==> config.mk <==
export PLATFORM = sky130hd
export DESIGN_NAME = load_store_unit
export DESIGN_NICKNAME = d
export VERILOG_FILES = /design/src/rtl/load_store_unit.sv
export SDC_FILE = /design/constraint.sdc
export NUM_CORES = 1
export LEC_CHECK = 0
export ABC_AREA = 0
export BUFFER_PORTS_ARGS = -buffer_cell sky130_fd_sc_hd__buf_4
export CAP_MARGIN = 20
export CORE_MARGIN = 5
export CORE_UTILIZATION = 30
export DETAILED_ROUTE_END_ITERATION = 10
export PLACE_DENSITY = 0.63
export SETUP_SLACK_MARGIN = 0.4
export SLEW_MARGIN = 20
export SYNTH_ARGS = -nofsm -noshare
export SYNTH_HDL_FRONTEND = slang
export SYNTH_SLANG_ARGS = --single-unit
export TNS_END_PERCENT = 10
==> constraint.sdc <==
create_clock -name clk -period 5.5 [get_ports clk]
set_input_delay 1.1 -clock clk [delete_from_list [all_inputs] [get_ports clk]]
set_output_delay 1.1 -clock clk [all_outputs]
set_load 0.05 [all_outputs]
==> src/rtl/load_store_unit.sv <==
// RISC-V data-memory access stage: one valid/ready bus transaction per request,
// with byte lanes, store-data replication, load extension and error reporting.
module load_store_unit #(
  parameter int TIMEOUT = 255
) (
  input  logic        clk,
  input  logic        rst_n,
  input  logic        req_valid,
  output logic        req_ready,
  input  logic        req_we,
  input  logic [2:0]  req_funct3,
  input  logic [31:0] req_addr,
  input  logic [31:0] req_wdata,
  output logic        rsp_valid,
  output logic [31:0] rsp_rdata,
  output logic        rsp_err,
  output logic        busy,
  output logic        mem_valid,
  input  logic        mem_ready,
  output logic        mem_we,
  output logic [3:0]  mem_be,
  output logic [31:0] mem_addr,
  output logic [31:0] mem_wdata,
  input  logic [31:0] mem_rdata,
  input  logic        mem_err
);

  localparam int CW = (TIMEOUT > 0) ? $clog2(TIMEOUT + 1) : 1;

  typedef enum logic [1:0] {IDLE, BUS, RESP} state_t;

  state_t        state, state_next;
  logic [CW-1:0] cnt;
  logic          we_q;
  logic [2:0]    f3_q;
  logic [1:0]    lo_q;

  logic          bad_req;
  logic [3:0]    be_req;
  logic [31:0]   wdata_req;
  logic [31:0]   load_data;
  logic          timed_out;
  logic          bus_done;

  assign req_ready = (state == IDLE) && rst_n;
  assign busy      = (state != IDLE);
  assign mem_valid = (state == BUS);
  assign timed_out = (TIMEOUT != 0) && (cnt == CW'(TIMEOUT - 1)) && !mem_ready;
  assign bus_done  = mem_ready || timed_out;

  // Request decode: legality, lane enables and replicated store data.
  always_comb begin
    // NOTE: every output of a combinational block gets a default first so no latch is inferred.
    bad_req   = 1'b0;
    be_req    = 4'b0000;
    wdata_req = req_wdata;
    case (req_funct3)
      3'b000, 3'b100: begin
        be_req  = 4'b0001 << req_addr[1:0];
        bad_req = req_we && req_funct3[2];
      end
      3'b001, 3'b101: begin
        be_req  = req_addr[1] ? 4'b1100 : 4'b0011;
        bad_req = req_addr[0] || (req_we && req_funct3[2]);
      end
      3'b010: begin
        be_req  = 4'b1111;
        bad_req = (req_addr[1:0] != 2'b00);
      end
      default: bad_req = 1'b1;
    endcase
    case (req_funct3[1:0])
      2'b00:   wdata_req = {4{req_wdata[7:0]}};
      2'b01:   wdata_req = {2{req_wdata[15:0]}};
      default: wdata_req = req_wdata;
    endcase
  end

  always_comb begin
    logic [7:0]  lbyte;
    logic [15:0] lhalf;
    lbyte = mem_rdata[8*lo_q +: 8];
    lhalf = lo_q[1] ? mem_rdata[31:16] : mem_rdata[15:0];
    case (f3_q)
      3'b000:  load_data = {{24{lbyte[7]}}, lbyte};
      3'b100:  load_data = {24'h0, lbyte};
      3'b001:  load_data = {{16{lhalf[15]}}, lhalf};
      3'b101:  load_data = {16'h0, lhalf};
      default: load_data = mem_rdata;
    endcase
  end

  always_comb begin
    state_next = state;
    case (state)
      IDLE:    if (req_valid) state_next = bad_req ? RESP : BUS;
      BUS:     if (bus_done) state_next = RESP;
      RESP:    state_next = IDLE;
      default: state_next = IDLE;
    endcase
  end

  always_ff @(posedge clk or negedge rst_n) begin
    if (!rst_n) state <= IDLE;
    // NOTE: sequential state uses non-blocking assignment so every flop samples pre-edge values.
    else        state <= state_next;
  end

  always_ff @(posedge clk or negedge rst_n) begin
    if (!rst_n) begin
      cnt       <= '0;
      we_q      <= 1'b0;
      f3_q      <= 3'b000;
      lo_q      <= 2'b00;
      rsp_valid <= 1'b0;
      rsp_err   <= 1'b0;
      rsp_rdata <= 32'h0;
      mem_we    <= 1'b0;
      mem_be    <= 4'b0000;
      mem_addr  <= 32'h0;
      mem_wdata <= 32'h0;
    end else begin
      rsp_valid <= 1'b0;
      case (state)
        IDLE: if (req_valid) begin
          we_q <= req_we;
          f3_q <= req_funct3;
          lo_q <= req_addr[1:0];
          cnt  <= '0;
          if (bad_req) begin
            rsp_valid <= 1'b1;
            rsp_err   <= 1'b1;
            rsp_rdata <= 32'h0;
          end else begin
            mem_we    <= req_we;
            mem_be    <= be_req;
            mem_addr  <= {req_addr[31:2], 2'b00};
            mem_wdata <= wdata_req;
          end
        end
        BUS: if (bus_done) begin
          rsp_valid <= 1'b1;
          rsp_err   <= !mem_ready || mem_err;
          rsp_rdata <= (mem_ready && !mem_err && !we_q) ? load_data : 32'h0;
          mem_we    <= 1'b0;
          mem_be    <= 4'b0000;
          mem_addr  <= 32'h0;
          mem_wdata <= 32'h0;
        end else begin
          cnt <= cnt + 1'b1;
        end
        default: ;
      endcase
    end
  end

endmodule

Word-level counts from Yosys, hierarchy flattened
Index checks and enable logic that the tools add are counted.
- flip-flop bits (word level): 119
- input bits: 105
- output and inout port bits: 106
- word-level logic and storage cells: 96
- $add $sub $neg: 1
- equality and inequality tests: 15
- shifts and indexed selects: 2
- mux-type cells: 41
- reduce and logical (&&, ||, !) cells: 25
- operator list (cell ; count):
    $mux 32 ; 9
    $pmux 32 s2 ; 4
    $pmux 32 s4 ; 1
    $shiftx 32x6->8 ; 1
    $mux 16 ; 1
    $mux 4 ; 4
    $mux 8 ; 2
    $pmux 8 s2 ; 1
    $eq 3x3->1 const B ; 4
    $pmux 4 s3 ; 1
    $mux 1 ; 9
    $add 8x1->8 const B ; 1
    $eq 8x8->1 const B ; 1
    $ne 2x2->1 const B ; 4
    $pmux 4 s2 ; 1
    $reduce_and 4->1 ; 2
    $eq 3x1->1 const B ; 2
    $logic_not 3->1 ; 2
    $mux 2 ; 3
    $pmux 1 s2 ; 3
    $reduce_bool 2->1 ; 3
    $logic_and 1x1->1 ; 5
    $eq 2x1->1 const B ; 2
    $logic_not 2->1 ; 2
    10 further kinds ; 16

Depth between registers and ports, before layout
- depth after elaboration: 6
- depth in mapped cells: 9
- mapped depth without buffers: 6

Worst setup path before layout
No wires, ideal clock.
- path kind: input -> output
- start point: input port rst_n
- end point: output port req_ready
- arrival: 1.778 ns
- slack: 2.622 ns
- stages: 2
- buffers on the path: 0
- cell sequence: inv_1 > nor2_1
- cells in the longest elaborated chain, start to end: 1
- RTL lines (what ; line ; RTL):
    start: declaration ; 7 ; input logic rst_n,
    $logic_and 1x1->1 ; 45 ; assign req_ready = (state == IDLE) && rst_n;
    end: declaration ; 9 ; output logic req_ready,
No other way between the ends.

Worst setup path after layout
- start point: input port req_funct3[0]
- end point: register rsp_rdata[16]
- cells in the longest elaborated chain, start to end: 5
- elaborated cells on any way between the ends: 10
- RTL lines (what ; line ; RTL):
    start: declaration ; 11 ; input logic [2:0] req_funct3,
    $eq 3x1->1, or another cell as far along ; 57 ; case (req_funct3)
    $reduce_or 2->1 ; 57 ;
    $pmux 1 s3 * ; 57 ;
    $ne 2x2->1 (no line) * ; n/a ;
    $reduce_and 4->1 (no line) * ; n/a ;
    end signal: assignment ; 144 ; rsp_rdata <= (mem_ready && !mem_err && !we_q) ? load_data : 32'h0;
    end: declaration ; 15 ; output logic [31:0] rsp_rdata,
Every way passes the cells marked *; elsewhere a longest branch is shown, timed or not.
A chain may end at the register's enable or synchronous reset.

==> metrics.md <==
| Metric | Value |
|---|---|
| Outcome | complete, no violations |
| Starting Density | 0.307 |
| Clock network latency to the later pin of the worst-skew pair | between 0.4 and 0.5 ns |
| Data arrival, critical path | between 3 and 4 ns |
| DIE WIDTH | between 100 and 150 µm |
| Sum Neg Setup Slack | 0 ns |
| RSZ-0062 raised after global routing | false |
| Hold buffers post-CTS | 0 |
| Post-Route Utilization | 0.433 |
| Die area | around 21000 µm² |
| Drt first pass iters | 4 |
| H-tree depth | 4 |
| Area grow syn2layout | 40.9% |
| Iter 0 DRT Violations | 230 |
| Sequential share of the synthesized area | 0.527 |
| Clock root cell | clkbuf_16 |
| Syn. warnings | 0 |
| Mapped Cells | approximately 540 |
| Nets | 831 |
| Vias in the first global route | ~5.1k |
| Vias/cell | ~5.2 |
| Clock Sinks | approximately 120 |
| Total track usage | 0.170 |
| Hold wc startpoint | rsp_rdata[3]$_DFFE_PN0P_ |
| CTS Buffer Depth | 2 |
| EDFF count, synth | 0 |
| Crit. Startpoint | req_funct3[0] |
| Leakage | 3.78 nW |
| Largest area contributor in the netlist | dfrtp_1 |
| Synth top cells by count | dfrtp_1 (117), nand2_1 (92), o2bb2ai_1 (48) |
| CP Launch Type | primary input |
| Antenna violations before repair | 0 |
| Final hold violations | 0 |
| Largest net degree at the start of global routing | between 70 and 80 |
| Sw Share | 0.432 |
| Routed wire length per instance | around 19 µm |
| Slew margin rel. | 0.346 |
| Most frequent cell after synthesis | dfrtp_1 |
| Total global routing overflow | 0 |
| Final period utilization | 0.513 |
| Comb pwr share | 0.398 |
| Part of the power in the clock network | 0.279 |
| Max-slew violation count | 0 |
| Top cell type's share of synthesized area | 0.527 |
| Worst hold slack | 0.489 ns |
| R2R Path Start | cnt[0]$_DFFE_PN0P_ |
| Reg clk slew, reported paths | roughly 0.06 ns |
| CTS buffer count | 17 |
| Highest clock rate | approximately 350 MHz |
| Slowest cell on the critical path | a21boi_4 |
| Switch Pwr | 1.64 mW |
| Post-DP HPWL | 13.5 mm |
| Yosys cell types | 51 |
| DRT Wirelength | between 15 and 20 mm |
| Residual DRC | 0 |
| Worst Path Required | slightly below 6 ns |
| DP Worst Slack | roughly 2.3 ns |
| Fin worst setup slack | between 2 and 3 ns |
| Crit-path cells | buf_4 > nor4_1 > or3_1 > a21boi_4 > a221o_1 |
| First-pass GRT wire length | around 29 mm |
| Power Internal | between 2 and 2.5 mW |
| Port bufs | between 200 and 250 |
| PwrDens | between 400 and 500 nW/µm² |
| Standard-cell rows | 49 |
| Slew @ Worst Pin | 0.979 ns |
| Main synth FF type | dfrtp_1 |
| Placer congestion estimate | roughly 0.77 |
| DR vias | ~5k |
| Top Ports | 211 |
| Synthesized area | 5560 µm² |
| Number of diodes | 0 |
| Post-Syn Area per Cell | between 10 and 15 µm² |
| Max-cap viol count | 0 |
| Final setup viols | 0 |
| Synth area leaders | dfrtp_1 (53%), o2bb2ai_1 (7.6%), nand2_1 (6.2%) |
| Crit-path max cell delay | around 0.76 ns |
| Core region area | 18100 µm² |
| Reg power frac | 0.323 |
| Layout cells sized above 1 | 0.349 |
| CP Capture Type | flop |
| Setup Skew | approximately 0.014 ns |
| Setup CP Type | in -> reg |
| Post-cts sizing count | 0 |
| Period minus WS final | 2.82 ns |
| CP Max Fanout | 35 |
| Antenna-violating nets left | 0 |
| Synthesis-stage register bit count | ~120 |
| Placed cells | between 900 and 1k |
| TritonCTS clock tree | done |
| Die Ht | roughly 150 µm |
| Max IR drop VDD | slightly below 0.3 mV |
| Final Non-Filler Cells | approximately 970 |
| Ys async rst share | 1.00 |
| Hold WC Path Type | reg -> reg |
| Post-CTS setup buffer count | 0 |
==> through the flow <==
stage | total power [mW] | instance area [µm²]
final | 3.80 | 7830
after CTS | 3.84 | 7830
after global routing | 3.98 | 7830
after global placement | 2.76 | 7270
after floorplan | 2.23 | 5560
after detailed placement | 2.77 | 7270
==> power groups by stage <==
stage	sequential [mW]	clock (mW)	combinational, mW
2_1_floorplan	1.82	0	0.411
3_3_place_gp	1.24	0	1.52
3_5_place_dp	1.24	0	1.53
4_1_cts	1.23	1.08	1.53
5_1_grt	1.25	1.12	1.61
6_report	1.23	1.06	1.51
==> final timing paths <==
path	to	slack, ns	depth (start not counted)
setup reg to reg	mem_wdata[14]$_DFFE_PN0P_	2.90	7
hold / removal	rsp_rdata[3]$_DFFE_PN0P_	0.49	1
max in group asynchronous	mem_wdata[2]$_DFFE_PN0P_	3.63	3
setup / recovery	rsp_rdata[16]$_DFFE_PN0P_	2.68	5
hold reg to reg	rsp_rdata[3]$_DFFE_PN0P_	0.49	1
min in group asynchronous	rsp_valid$_DFF_PN0_	0.82	2
==> final cells by class <==
cell class / instances / area (µm²)
clock buffers: 18 / 429
clock inverters: 14 / 129
fillers: 1778 / 10300
inverters: 11 / 41.3
multi-input cells: 363 / 2400
flip-flops and latches: 117 / 2930
well taps: 229 / 287
repair buffers: 214 / 1610
==> placed cells by master (no fill, tap or decap), types with 3 or more instances in the layout <==
| cell type | n |
|---|---|
| o21ai_0 | 10 |
| xor2_1 | 3 |
| o22ai_1 | 33 |
| nor2_1 | 17 |
| mux2i_1 | 34 |
| clkinvlp_4 | 3 |
| inv_1 | 10 |
| dfrtp_1 | 117 |
| a22o_1 | 7 |
| buf_4 | 213 |
| nand2_1 | 92 |
| clkbuf_16 | 17 |
| inv_6 | 3 |
| nand2b_1 | 5 |
| o2bb2ai_1 | 48 |
| a21oi_1 | 28 |
| nand3_1 | 6 |
| o32ai_1 | 4 |
| or2_2 | 3 |
| or3_1 | 7 |
| clkinv_4 | 4 |
| a221o_1 | 17 |
| nor2b_1 | 10 |
| clkinv_2 | 3 |
| o211ai_1 | 3 |
==> state kept, by name, summed over array words and instances (netlist names) <==
register   count
mem_be         4
mem_we         1
rsp_valid      1
we_q           1
mem_addr      30
state          2
mem_wdata     32
f3_q           3
lo_q           2
cnt            8
rsp_err        1
rsp_rdata     32
==> critical path: cells and delay by family <==
family	cells	cell delay [ns]
AO/OA/AOI/OAI	2	1.05
buffers and inverters	1	0.18
AND/OR/NAND/NOR	2	0.83
==> logic make-up after synthesis <==
group | share of synthesized area
mux | 0.0673
flops | 0.527
other cells | 0.000675
simple gates | 0.133
compound gates | 0.218
buf+inv | 0.0446
fa+ha+maj | 0.00450
xor+xnor | 0.00473
==> per-layer routing <==
metal,vias up,GRT usage,part of all wire
li1,2348,-,-
met1,2389,0.227,0.44
met2,218,0.253,0.44
met3,20,0.0762,0.10
met4,0,0.0452,0.014
met5,-,0,0
Power figures use the tool's default switching activity.
